<file path="src/rtl/pipe_stage_skid_pkg.sv">
// pipe_pkg: shared occupancy width and stall/flush priority for pipeline stages
package pipe_pkg;
    localparam int OCC_W = 2;
    localparam bit FLUSH_OVER_STALL = 1'b1;
    typedef logic [OCC_W-1:0] occ_t;
    function automatic occ_t occ_count(input logic a, input logic b);
        return {1'b0, a} + {1'b0, b};
    endfunction
endpackage

</file>
<file path="src/rtl/pipe_stage_skid_if.sv">
// pipe_stage_skid_if: handshake, payload and pipeline-control bundle for a skid stage
interface pipe_stage_skid_if #(parameter int DATA_W = 110) ();
    import pipe_pkg::*;
    logic              in_valid;
    logic              in_ready;
    logic [DATA_W-1:0] in_data;
    logic              in_sync;
    logic              out_valid;
    logic              out_ready;
    logic [DATA_W-1:0] out_data;
    logic              stall;
    logic              flush;
    logic              squash_req;
    logic              squashing;
    occ_t              occupancy;
    modport master (
        output in_valid, in_data, in_sync, out_ready, stall, flush, squash_req,
        input  in_ready, out_valid, out_data, squashing, occupancy
    );
    modport slave (
        input  in_valid, in_data, in_sync, out_ready, stall, flush, squash_req,
        output in_ready, out_valid, out_data, squashing, occupancy
    );
endinterface

</file>
<file path="src/rtl/pipe_stage_skid.sv">
// pipe_stage_skid: two-entry skid stage with stall, flush and squash-until-sync
module pipe_stage_skid
    import pipe_pkg::*;
#(
    parameter int DATA_W     = 110,
    parameter bit SQUASH_EN  = 1'b1,
    parameter bit RESET_DATA = 1'b1
) (
    input logic               clk,
    input logic               rst,
    pipe_stage_skid_if.slave  p
);
    logic              main_v_q, main_v_d, skid_v_q, skid_v_d, sq_q, sq_d;
    logic [DATA_W-1:0] main_q, main_d, skid_q, skid_d;
    logic              accept, xfer, keep, hold, main_free;
    assign p.out_valid = main_v_q & ~p.stall;
    assign p.out_data  = main_q;
    assign p.in_ready  = ~skid_v_q & ~p.stall;
    assign p.squashing = sq_q;
    assign p.occupancy = occ_count(main_v_q, skid_v_q);
    assign accept      = p.in_valid & p.in_ready;
    assign xfer        = p.out_valid & p.out_ready;
    assign keep        = accept & ~sq_q;
    assign hold        = p.stall & ~(p.flush & FLUSH_OVER_STALL);
    assign main_free   = ~main_v_q | xfer;
    always_comb begin
        main_v_d = main_v_q;
        skid_v_d = skid_v_q;
        main_d   = main_q;
        skid_d   = skid_q;
        sq_d     = sq_q;
        if (p.flush) begin
            main_v_d = 1'b0;
            skid_v_d = 1'b0;
        end else if (!hold) begin
            if (skid_v_q && xfer) begin
                main_d   = skid_q;
                skid_v_d = 1'b0;
            end else if (keep && main_free) begin
                main_d   = p.in_data;
                main_v_d = 1'b1;
            end else if (keep) begin
                skid_d   = p.in_data;
                skid_v_d = 1'b1;
            end else if (xfer) begin
                main_v_d = 1'b0;
            end
            sq_d = p.squash_req | (sq_q & ~(accept & p.in_sync));
        end
        if (!SQUASH_EN) sq_d = 1'b0;
    end
    always_ff @(posedge clk or posedge rst) begin
        if (rst) begin
            main_v_q <= 1'b0;
            skid_v_q <= 1'b0;
            sq_q     <= 1'b0;
        end else begin
            main_v_q <= main_v_d;
            skid_v_q <= skid_v_d;
            sq_q     <= sq_d;
        end
    end
    // payload may skip reset entirely; validity bits alone guard it
    if (RESET_DATA) begin : g_rst_data
        always_ff @(posedge clk or posedge rst) begin
            if (rst) begin
                main_q <= '0;
                skid_q <= '0;
            end else begin
                main_q <= main_d;
                skid_q <= skid_d;
            end
        end
    end else begin : g_free_data
        always_ff @(posedge clk) begin
            main_q <= main_d;
            skid_q <= skid_d;
        end
    end
endmodule

</file>
<file path="src/flat_wrapper.sv">
// flat-port wrapper written by rule: the top's interface ports become plain ports
module pipe_stage_skid_flat import pipe_pkg::*;
#(
    parameter int DATA_W     = 110,
    parameter bit SQUASH_EN  = 1'b1,
    parameter bit RESET_DATA = 1'b1
)
  (clk, rst, p_in_valid, p_in_data, p_in_sync, p_out_ready, p_stall, p_flush, p_squash_req, p_in_ready, p_out_valid, p_out_data, p_squashing, p_occupancy);
  pipe_stage_skid_if #(.DATA_W(DATA_W)) p_i ();
  input logic clk;
  input logic rst;
  input wire logic [$bits(p_i.in_valid)-1:0] p_in_valid;
  input wire logic [$bits(p_i.in_data)-1:0] p_in_data;
  input wire logic [$bits(p_i.in_sync)-1:0] p_in_sync;
  input wire logic [$bits(p_i.out_ready)-1:0] p_out_ready;
  input wire logic [$bits(p_i.stall)-1:0] p_stall;
  input wire logic [$bits(p_i.flush)-1:0] p_flush;
  input wire logic [$bits(p_i.squash_req)-1:0] p_squash_req;
  output wire logic [$bits(p_i.in_ready)-1:0] p_in_ready;
  output wire logic [$bits(p_i.out_valid)-1:0] p_out_valid;
  output wire logic [$bits(p_i.out_data)-1:0] p_out_data;
  output wire logic [$bits(p_i.squashing)-1:0] p_squashing;
  output wire logic [$bits(p_i.occupancy)-1:0] p_occupancy;
  assign p_i.in_valid = p_in_valid;
  assign p_i.in_data = p_in_data;
  assign p_i.in_sync = p_in_sync;
  assign p_i.out_ready = p_out_ready;
  assign p_i.stall = p_stall;
  assign p_i.flush = p_flush;
  assign p_i.squash_req = p_squash_req;
  assign p_in_ready = p_i.in_ready;
  assign p_out_valid = p_i.out_valid;
  assign p_out_data = p_i.out_data;
  assign p_squashing = p_i.squashing;
  assign p_occupancy = p_i.occupancy;
  pipe_stage_skid #(.DATA_W(DATA_W), .SQUASH_EN(SQUASH_EN), .RESET_DATA(RESET_DATA)) u_core (.clk(clk), .rst(rst), .p(p_i));
endmodule
</file>
<file path="config.mk">
export PLATFORM = sky130hd
export DESIGN_NAME = pipe_stage_skid_flat
export DESIGN_NICKNAME = d
export VERILOG_FILES = /design/src/rtl/pipe_stage_skid_pkg.sv /design/src/rtl/pipe_stage_skid_if.sv /design/src/rtl/pipe_stage_skid.sv /design/src/flat_wrapper.sv
export SDC_FILE = /design/constraint.sdc
export NUM_CORES = 1
export LEC_CHECK = 0
export ABC_AREA = 1
export CAP_MARGIN = 25
export CORE_MARGIN = 4
export CORE_UTILIZATION = 55
export CTS_CLUSTER_DIAMETER = 150
export DETAILED_ROUTE_END_ITERATION = 10
export MAX_ROUTING_LAYER = met4
export PLACE_DENSITY_LB_ADDON = 0.1
export SYNTH_ARGS = -nofsm -noshare
export SYNTH_HDL_FRONTEND = slang
export SYNTH_SLANG_ARGS = --single-unit
export TNS_END_PERCENT = 100
</file>
<file path="constraint.sdc">
create_clock -name clk -period 24.2 [get_ports clk]
set_input_delay 6.05 -clock clk [delete_from_list [all_inputs] [get_ports clk]]
set_output_delay 6.05 -clock clk [all_outputs]
set_load 0.02 [all_outputs]
</file>
==> results of run 1 <==
routing by layer:
metal	track usage	part of all wire	vias to the layer above
met5	-	0	-
met4	0.07902	0.022	0
met3	0.05649	0.088	51
met2	0.4577	0.48	461
met1	0.3849	0.41	4858
li1	-	-	4774
layout make-up:
class,count,area share
antenna,3,0.0005495
clock inverter,7,0.008059
timing repair buffer,249,0.1821
sequential,223,0.4087
multi-input combinational,1013,0.3233
tap,234,0.02143
inverter,6,0.002564
clock buffer,34,0.05339
worst max path at each step:
stage            start           to  slack [ps]  depth (start not counted)
2_1_floorplan  p_stall  p_out_valid       11540                          2
3_3_place_gp   p_stall  p_out_valid       10280                          4
3_5_place_dp   p_stall  p_out_valid       10280                          4
4_1_cts        p_stall  p_out_valid       10280                          4
5_1_grt        p_stall  p_out_valid       10180                          4
6_report       p_stall  p_out_valid       10260                          4
cell usage after synthesis:
library cell and n:
nand3b_1 1, inv_1 4, buf_2 49, nor2_1 4, o21ai_0 2, ha_1 1, o21ai_1 1, nand3_1 220
inv_2 2, dfrtp_1 223, a21oi_1 1, buf_1 6, clkbuf_1 54, nand2_1 670, nor2_2 1, nand4_1 111
buf_4 12, o211ai_1 1
worst reg2reg max path, stage by stage (launching register included):
cell,delay (ps)
dfrtp_4,880
buf_4,740
nand4_1,230
buf_4,310
nand2_4,450
nand2_4,440
buf_4,510
nand2_1,170
nand2_1,70
power breakdown:
group / internal, W / switching [W] / total, W
Combinational: 0.000166 / 0.000194 / 0.000361
Sequential: 0.000451 / 0.0000456 / 0.000496
Clock: 0.000240 / 0.000148 / 0.000388
kinds of logic after synthesis:
family | Yosys count | synth area share
flops | 223 | 0.5293
fa+ha+maj | 1 | 0.001187
buf+inv | 127 | 0.05531
compound gates | 5 | 0.002610
simple gates | 1007 | 0.4116
state kept, by name (all words and copies together) (netlist names):
register	count
u_core.skid_q	110
u_core.p.out_data	110
u_core.skid_v_q	1
u_core.main_v_q	1
u_core.p.squashing	1
stage by stage:
| stage | hold WS [ps] | total power [W] | utilization | instances | worst slack, ps |
|---|---|---|---|---|---|
| floorplan | 442.2 | 0.0006664 | - | 1363 | 11540 |
| global placement | 452.3 | 0.0008555 | 0.6799 | 1723 | 10280 |
| detailed placement | 457.2 | 0.0008637 | 0.6814 | 1724 | 10280 |
| CTS | 472.6 | 0.001253 | 0.7261 | 1765 | 10280 |
| global route | 483.6 | 0.001303 | 0.7280 | 1769 | 10180 |
| finish | 464.9 | 0.001245 | 0.7280 | 1769 | 10260 |
==> PnR_summary.wiki, run 1 <==
{| class="wikitable"
! Metric !! Value
|-
| Worst path slowest cell || clkdlybuf4s50_1
|-
| Peak fanout along the critical path || between 40 and 50
|-
| Arrival time of data at the critical path endpoint || 7890 ps
|-
| Worst vdd rail ir drop || 0.06612 mV
|-
| Unrepaired setup endpoints after global routing || false
|-
| Horizontal extent of the die || 146.5 µm
|-
| Number of register bits inferred by synthesis || 223
|-
| Routed vias || roughly 10000
|-
| Clock net sink count || 223
|-
| Final WL || 30750 µm
|-
| Number of global-route vias before repair || 9730
|-
| Number of levels the H-tree was split into || 1
|-
| Initial core utilization || 0.5617
|-
| Yosys top cell area share || 0.5293
|-
| Floorplan die area || between 20000 and 25000 µm²
|-
| Largest stage delay on the critical path || 720 ps
|-
| Synthesized cell area || 10540 µm²
|-
| Req. time, crit path || 18150 ps
|-
| Number of buffers added by the clock tree synthesis step || 24
|-
| Count of cells along the worst register-to-register path || 8
|-
| Critical setup path kind || in -> out
|-
| Leading post-synthesis cells by cell area || dfrtp_1 (53%), nand2_1 (24%), nand3_1 (10%)
|-
| Sequential area share after synthesis || 0.5293
|-
| Leak || 7.163 nW
|-
| TritonCTS clock tree || built
|-
| Area post-placement || approximately 13000 µm²
|-
| Run status || complete, no violations
|-
| Endpoint of the worst hold path || u_core.p.out_data[43]
|-
| Max Cap Violations || 0
|-
| Post-CTS sizing || 0
|-
| Gate Count Post-Synth || 1363
|-
| Syn. warnings || 0
|-
| Synth area leader || dfrtp_1
|-
| Top cell by count, worst path || clkdlybuf4s50_1
|-
| Final Skew || around 9.4 ps
|-
| Combined global-route utilization of all metal layers || 0.2890
|-
| Storage cell area || about 5600 µm²
|-
| First-pass GRT wire length || a little over 50000 µm
|-
| Cell at the root of the clock tree || clkbuf_16
|-
| Fillcell total || 1511
|-
| Start point of the worst hold path || u_core.p.out_data[43]
|-
| Reg-to-reg setup timing slack || 20300 ps
|-
| Setup total negative slack || 0 ps
|-
| Final slew viol count || 0
|-
| Top achievable clock speed || ~72 MHz
|-
| Commonest non-fill, non-tap cell in the layout || nand2_1
|-
| Transition time at the pin with the least slew margin || 842.3 ps
|-
| Num rows || 50
|-
| Tightest Hold Check Type || reg -> reg
|-
| Cts hold-fix bufs || 0
|-
| Hold path depth || 2
|-
| Violation count after the first detailed-routing iteration || about 800
|-
| Number of I/O port buffers || 232
|-
| Setup-violating endpoint count in the final report || 0
|-
| HPWL after detailed placement || 17340 µm
|-
| Area added between synthesis and finish || 29.60%
|-
| Worst reg2reg path endpoint || u_core.p.out_data[86]
|-
| Count of antenna-violating nets left after detailed routing || 0
|-
| Setup Fix Bufs, Post-CTS || 0
|-
| Number of distinct standard cells referenced by the synthesized netlist || 18
|-
| Total core area || between 15000 and 20000 µm²
|-
| Height of the die || 146.5 µm
|-
| Critical path endpoint category || output pin
|-
| Commonest non-fill, non-tap cells in the layout || nand2_1 (667), clkdlybuf4s50_1 (231), dfrtp_1 (222)
|-
| Number of buffers and inverters on the critical path || 3
|-
| Pwr/cell area || a little over 90 nW/µm²
|-
| Total congestion overflow after global routing || 0
|-
| Final period util || 0.5762
|-
| Largest delay share family, worst path || buffers and inverters
|-
| Maximum number of pins on one net before global-route repair || 143
|-
| Worst-path clk slew || 60 ps
|-
| Number of placed I/O pins || 233
|-
| Final weighted congestion of routability-driven global placement || between 0.8 and 0.9
|-
| FF-to-FF Start || u_core.skid_v_q
|-
| Fin. Hold Viols || 0
|-
| DRC || 0
|-
| Number of nets in the finished design || 1636
|-
| Synth Area per Inst || a little under 8 µm²
|-
| Share of layout cells above drive strength 1 || 0.04504
|-
| Post-layout minimum cycle time || 13940 ps
|-
| Clock latency of the later-clocked register in the worst-skew pair || 510 ps
|-
| Synthesized net count || 1482
|-
| Maximum number of buffers from clock root to sink || 3
|-
| Number of vias per cell || 5.734
|-
| Design Area, Final || 13660 µm²
|-
| Chain of cells forming the critical path || clkdlybuf4s50_1, nor2_4, buf_4, clkdlybuf4s50_1
|-
| Kind of launch point of the worst setup path || input pin
|-
| Antenna violations before repair || 3
|-
| Area of the multi-input gates || 4417 µm²
|-
| Normalized max-slew margin || 0.4385
|-
| DR pass1 iterations || 6
|-
| Mean routed wirelength per cell || 17.38 µm
|}
Power figures use the tool's default switching activity.
==> run 2, diff against run 1 <==
--- a/config.mk
+++ b/config.mk
@@ -8,7 +8,7 @@
 export ABC_AREA = 1
 export CAP_MARGIN = 25
 export CORE_MARGIN = 4
-export CORE_UTILIZATION = 55
+export CORE_UTILIZATION = 51
 export CTS_CLUSTER_DIAMETER = 150
 export DETAILED_ROUTE_END_ITERATION = 10
 export MAX_ROUTING_LAYER = met4
==> constraint.sdc (replaced) <==
create_clock -name clk -period 13.31 [get_ports clk]
set_input_delay 3.3275 -clock clk [delete_from_list [all_inputs] [get_ports clk]]
set_output_delay 3.3275 -clock clk [all_outputs]
set_load 0.02 [all_outputs]
==> PnR_summary.wiki, run 2 (synthesized netlist as in run 1, its figures left out) <==
{| class="wikitable"
! Metric !! Value
|-
| Number of levels the H-tree was split into || 1 (unchanged)
|-
| Number of nets in the finished design || 1636 (unchanged)
|-
| Clock latency of the later-clocked register in the worst-skew pair || 510 ps (about the same)
|-
| Number of vias per cell || 5.546 (-3.3%)
|-
| Floorplan die area || 23040 µm² (+7.4%)
|-
| Post-layout minimum cycle time || ~8300 ps
|-
| Total congestion overflow after global routing || 0 (unchanged)
|-
| Area added between synthesis and finish || 29.56% (about the same)
|-
| Number of buffers added by the clock tree synthesis step || 25 (+4.2%)
|-
| HPWL after detailed placement || 17360 µm (+0.13%)
|-
| Unrepaired setup endpoints after global routing || false
|-
| Share of layout cells above drive strength 1 || 0.04112 (-0.003916)
|-
| Leak || 7.128 nW (-0.48%)
|-
| Cell at the root of the clock tree || clkbuf_16
|-
| Final period util || 0.6203
|-
| Height of the die || 151.8 µm (+3.6%)
|-
| Fraction of power spent switching nets || 0.3170 (+0.005459)
|-
| Final Skew || 6.110 ps (-3.247 ps)
|-
| Peak fanout along the critical path || 16 (-67%)
|-
| DRC || 0 (unchanged)
|-
| Relative contribution of combinational cells to total power || 0.295 (+0.005)
|-
| Worst vdd rail ir drop || 0.1051 mV (+59%)
|-
| Combined global-route utilization of all metal layers || 0.2728 (-0.01611)
|-
| Commonest non-fill, non-tap cell in the layout || nand2_1
|-
| Final weighted congestion of routability-driven global placement || 0.8022 (-3.9%)
|-
| Number of I/O port buffers || 232 (unchanged)
|-
| Worst-path clk slew || 50 ps (about the same)
|-
| First-pass GRT wire length || 49320 µm (-2.2%)
|-
| Mean routed wirelength per cell || 17.18 µm (-1.2%)
|-
| Number of placed I/O pins || 233 (unchanged)
|-
| Arrival time of data at the critical path endpoint || 4930 ps (-2960 ps)
|-
| Kind of launch point of the worst setup path || input pin
|-
| Fillcell total || 1770 (+17%)
|-
| Number of global-route vias before repair || 9409 (-3.3%)
|-
| Sequential power share || 0.406 (+0.007)
|-
| Final slew viol count || 0 (unchanged)
|-
| Critical setup path kind || in -> out
|-
| Req. time, crit path || 9980 ps (-8170 ps)
|-
| Cts hold-fix bufs || 0 (unchanged)
|-
| Portion of total power attributed to the clock network || 0.298 (-0.014)
|-
| Cell-internal power || 0.001518 W (+77%)
|-
| Post-CTS sizing || 0 (unchanged)
|-
| Switching power || 0.0007047 W (+82%)
|-
| Violation count after the first detailed-routing iteration || 838 (+4.4%)
|-
| Total core area || 20300 µm² (+8.2%)
|-
| TritonCTS clock tree || built
|-
| Initial core utilization || 0.5194 (-0.04238)
|-
| Worst hold margin || 466.3 ps (+1.478 ps)
|-
| Maximum number of pins on one net before global-route repair || 147 (+2.8%)
|-
| Routed vias || 10010 (-1.3%)
|-
| Setup total negative slack || 0 ps (unchanged)
|-
| DR pass1 iterations || 5 (-1)
|-
| Pwr/cell area || 162.7 nW/µm² (+79%)
|-
| Setup Fix Bufs, Post-CTS || 0 (unchanged)
|-
| Commonest non-fill, non-tap cells in the layout || nand2_1 (667), clkdlybuf4s50_1 (231), dfrtp_1 (222)
|-
| Normalized max-slew margin || 0.3054 (-0.1331)
|-
| Antenna violations before repair || 3 (unchanged)
|-
| Run status || complete, no violations
|-
| Transition time at the pin with the least slew margin || 1042 ps (+199.6 ps)
|-
| Max Cap Violations || 0 (unchanged)
|-
| Reg-to-reg setup timing slack || 9470 ps (-10830 ps)
|-
| Num rows || 52 (+4.0%)
|-
| Maximum number of buffers from clock root to sink || 3 (unchanged)
|-
| Horizontal extent of the die || 151.8 µm (+3.6%)
|-
| Setup-violating endpoint count in the final report || 0 (unchanged)
|-
| Critical path endpoint category || output pin
|-
| Tightest Hold Check Type || reg -> reg
|-
| Final WL || 31000 µm (+0.83%)
|-
| Clock net sink count || 223 (unchanged)
|-
| Fin. Hold Viols || 0 (unchanged)
|-
| Count of antenna-violating nets left after detailed routing || 0 (unchanged)
|-
| Top achievable clock speed || 121.1 MHz
|}
run 2: cell count changes in the layout (fill, tap and decap cells not counted), sizes merged:
cell	change
buf	-1
bufinv	-2
clkbuf	+5
clkinv	-2
run 2: final cells by class:
cell class	count	area [µm²]	share of cell area
Clock inverter	3	40.04	0.002931
Clock buffer	39	738.2	0.05404
Sequential cell	223	5584	0.4088
Multi-Input combinational cell	1013	4417	0.3233
Antenna cell	3	7.507	0.0005496
Timing Repair Buffer	248	2500	0.1830
Inverter	6	35.03	0.002565
Tap cell	270	337.8	0.02473
run 2: worst paths after layout:
kind                                         endpoint                  start  cells after the start
worst max-delay path                      p_out_valid                p_stall                      3
max in group asynchronous           u_core.skid_q[71]                    rst                      5
worst min-delay path            u_core.p.out_data[70]  u_core.p.out_data[70]                      2
worst max register to register  u_core.p.out_data[84]        u_core.skid_v_q                     10
min in group asynchronous       u_core.p.out_data[62]                    rst                      2
worst min register to register  u_core.p.out_data[70]  u_core.p.out_data[70]                      2
run 2: routing by layer:
layer	routed length, µm	global-route usage	vias to the layer above
li1	-	-	4780
met1	12980	0.3670	4755
met2	14380	0.4260	415
met3	2791	0.05294	61
met4	848	0.07951	0
met5	0	-	-
run 2: power groups by stage:
stage	Sequential (W)	Clock (W)	Combinational, W
after floorplan	0.00106	0	0.000153
after global placement	0.000910	0	0.000652
after detailed placement	0.000913	0	0.000659
after CTS	0.000903	0.000672	0.000662
after global routing	0.000920	0.000701	0.000708
final	0.000903	0.000663	0.000656
run 2: per-stage QoR:
step	setup WS, ps	instances	instance area, µm²	total power, W	util
after CTS	5062	1800	13600	0.002237	0.6698
final	5053	1805	13660	0.002223	0.6729
after floorplan	3876	1363	10540	0.001212	-
after global routing	5023	1805	13660	0.002329	0.6729
after global placement	5066	1757	12790	0.001561	0.6301
after detailed placement	5057	1758	12820	0.001572	0.6315
run 2: worst max-delay path, cell delays in order:
cell             delay [ps]
clkdlybuf4s50_1         520
nor2_4                  390
clkdlybuf4s50_1         690
==> run 3, diff against run 2 <==
--- a/config.mk
+++ b/config.mk
@@ -8,7 +8,7 @@
 export ABC_AREA = 1
 export CAP_MARGIN = 25
 export CORE_MARGIN = 4
-export CORE_UTILIZATION = 51
+export CORE_UTILIZATION = 46
 export CTS_CLUSTER_DIAMETER = 150
 export DETAILED_ROUTE_END_ITERATION = 10
 export MAX_ROUTING_LAYER = met4
==> constraint.sdc (replaced) <==
create_clock -name clk -period 7.3 [get_ports clk]
set_input_delay 1.825 -clock clk [delete_from_list [all_inputs] [get_ports clk]]
set_output_delay 1.825 -clock clk [all_outputs]
set_load 0.02 [all_outputs]
==> PnR_summary.wiki, run 3 (synthesized netlist as in run 1, its figures left out) <==
{| class="wikitable"
! Metric !! Value
|-
| Final slew viol count || 0 (unchanged)
|-
| Maximum number of buffers from clock root to sink || 3 (unchanged)
|-
| Clock latency of the later-clocked register in the worst-skew pair || 510 ps (about the same)
|-
| Number of global-route vias before repair || 9691 (+3.0%)
|-
| Clock net sink count || 223 (unchanged)
|-
| TritonCTS clock tree || built
|-
| Combined global-route utilization of all metal layers || 0.2586 (-0.01420)
|-
| Number of placed I/O pins || 233 (unchanged)
|-
| Reg-to-reg setup timing slack || 4100 ps (-5370 ps)
|-
| Horizontal extent of the die || 159.4 µm (+5.0%)
|-
| Routed vias || 9954 (-0.57%)
|-
| Number of nets in the finished design || 1637 (+0.061%)
|-
| Fin. Hold Viols || 0 (unchanged)
|-
| Worst reg2reg path endpoint || u_core.skid_q[87]
|-
| Run status || complete, no violations
|-
| Num rows || 55 (+5.8%)
|-
| Post-CTS sizing || 0 (unchanged)
|-
| Chain of cells forming the critical path || clkdlybuf4s50_1, nor2_2, clkdlybuf4s50_1
|-
| Area added between synthesis and finish || 29.90%
|-
| Leak || 7.141 nW (+0.18%)
|-
| Hold path depth || 2 (unchanged)
|-
| Cts hold-fix bufs || 0 (unchanged)
|-
| Mean routed wirelength per cell || 17.69 µm (+3.0%)
|-
| Number of buffers added by the clock tree synthesis step || 25 (unchanged)
|-
| Design Area, Final || 13690 µm² (+0.26%)
|-
| Setup Fix Bufs, Post-CTS || 0 (unchanged)
|-
| Area post-placement || 12840 µm² (+0.18%)
|-
| Worst path slowest cell || clkdlybuf4s50_1
|-
| Commonest non-fill, non-tap cells in the layout || nand2_1 (667), clkdlybuf4s50_1 (231), dfrtp_1 (222)
|-
| Transition time at the pin with the least slew margin || 999.9 ps (-41.97 ps)
|-
| Pwr/cell area || 299.8 nW/µm² (+84%)
|-
| Violation count after the first detailed-routing iteration || 764 (-8.8%)
|-
| Post-layout minimum cycle time || 4993 ps
|-
| Number of levels the H-tree was split into || 1 (unchanged)
|-
| Commonest non-fill, non-tap cell in the layout || nand2_1
|-
| First-pass GRT wire length || 53390 µm (+8.3%)
|-
| Final weighted congestion of routability-driven global placement || 0.8048 (+0.32%)
|-
| HPWL after detailed placement || 18050 µm (+4.0%)
|-
| Count of cells along the worst register-to-register path || 8 (-2)
|-
| Final period util || 0.6840
|-
| Critical path endpoint category || output pin
|-
| Count of antenna-violating nets left after detailed routing || 0 (unchanged)
|-
| Cell at the root of the clock tree || clkbuf_16
|-
| Final Skew || 7.638 ps (+1.528 ps)
|-
| Height of the die || 159.4 µm (+5.0%)
|-
| Floorplan die area || 25410 µm² (+10%)
|-
| Total core area || 22570 µm² (+11%)
|-
| Share of layout cells above drive strength 1 || 0.04430 (+0.003177)
|-
| FF-to-FF Start || u_core.skid_v_q
|-
| Worst vdd rail ir drop || 0.1696 mV (+61%)
|-
| DRC || 0 (unchanged)
|-
| Maximum number of pins on one net before global-route repair || 123 (-16%)
|-
| Final WL || 32260 µm (+4.1%)
|-
| Req. time, crit path || 5480 ps (-4500 ps)
|-
| Portion of total power attributed to the clock network || 0.307 (+0.009)
|-
| Largest stage delay on the critical path || 630 ps (-60 ps)
|-
| Initial core utilization || 0.4671 (-0.05228)
|-
| Number of buffers and inverters on the critical path || 2 (unchanged)
|-
| Unrepaired setup endpoints after global routing || false
|-
| Max Cap Violations || 0 (unchanged)
|-
| Start point of the worst hold path || u_core.p.out_data[41]
|-
| Tightest Hold Check Type || reg -> reg
|-
| Relative contribution of combinational cells to total power || 0.292 (-0.003)
|-
| Endpoint of the worst hold path || u_core.p.out_data[41]
|-
| Switching power || 0.001303 W (+85%)
|-
| Top cell by count, worst path || clkdlybuf4s50_1
|-
| Arrival time of data at the critical path endpoint || 3170 ps (-1760 ps)
|-
| Total congestion overflow after global routing || 0 (unchanged)
|-
| Setup total negative slack || 0 ps (unchanged)
|-
| Critical setup path kind || in -> out
|-
| Worst-path clk slew || 60 ps (about the same)
|-
| Number of vias per cell || 5.457 (-1.6%)
|-
| Normalized max-slew margin || 0.3334 (+0.02798)
|-
| Setup-violating endpoint count in the final report || 0 (unchanged)
|-
| Antenna violations before repair || 4 (+1)
|-
| Cell-internal power || 0.002803 W (+85%)
|-
| Peak fanout along the critical path || 4 (-12)
|-
| Kind of launch point of the worst setup path || input pin
|-
| Sequential power share || 0.401 (-0.005)
|-
| DR pass1 iterations || 5 (unchanged)
|-
| Top achievable clock speed || 200.3 MHz
|-
| Fraction of power spent switching nets || 0.3173 (about the same)
|-
| Number of I/O port buffers || 232 (unchanged)
|-
| Largest delay share family, worst path || buffers and inverters
|}
-- run 3: cell count changes in the layout (fill, tap and decap cells not counted), moves of 2 or more --
cell | previous run | this run
buf_4 | 14 | 16
clkbuf_1 | 8 | 6
clkinv_2 | 2 | 5
buf_16 | 3 | 1
-- run 3: worst min-delay path, stage by stage, from the launching register on --
cell	delay, ps
dfrtp_1	340
nand2_1	50
nand2_1	40
-- run 3: metrics by stage --
stage | power, W | instances | utilization | worst slack [ps] | hold WS, ps
global route | 0.004306 | 1824 | 0.6067 | 2254 | 479.8
detailed placement | 0.002876 | 1775 | 0.5689 | 2282 | 457.3
CTS | 0.004140 | 1819 | 0.6050 | 2278 | 471.8
floorplan | 0.002209 | 1363 | - | 2565 | 442.2
finish | 0.004106 | 1824 | 0.6067 | 2307 | 464.8
global placement | 0.002858 | 1775 | 0.5689 | 2283 | 453.4
-- run 3: power by group through the flow --
| stage | clock [W] | combinational, W | sequential, W |
|---|---|---|---|
| 2_1_floorplan | 0 | 0.000280 | 0.00193 |
| 3_3_place_gp | 0 | 0.00120 | 0.00166 |
| 3_5_place_dp | 0 | 0.00121 | 0.00167 |
| 4_1_cts | 0.00128 | 0.00121 | 0.00165 |
| 5_1_grt | 0.00133 | 0.00129 | 0.00168 |
| 6_report | 0.00126 | 0.00120 | 0.00165 |
-- run 3: final cells by class --
type	instances	area (µm²)
diodes	4	10.01
inverters	6	31.28
flip-flops and latches	223	5584
multi-input cells	1013	4417
clock buffers	37	730.7
clock inverters	7	85.08
fillers	2114	8877
repair buffers	249	2480
well taps	285	356.6
-- run 3: worst max path at each step --
stage                     cells after the start  startpoint         endpoint
after global placement                        3     p_stall      p_out_valid
after detailed placement                      3     p_stall      p_out_valid
final                                         3     p_stall       p_in_ready
after floorplan                               1         rst  u_core.main_v_q
after CTS                                     3     p_stall      p_out_valid
after global routing                          3     p_stall      p_out_valid
-- run 3: routing by layer --
metal,vias up,track usage,share of wire
li1,4780,-,-
met1,4788,0.3580,0.45
met2,339,0.3968,0.46
met3,47,0.05307,0.072
met4,0,0.05917,0.019
met5,-,-,0
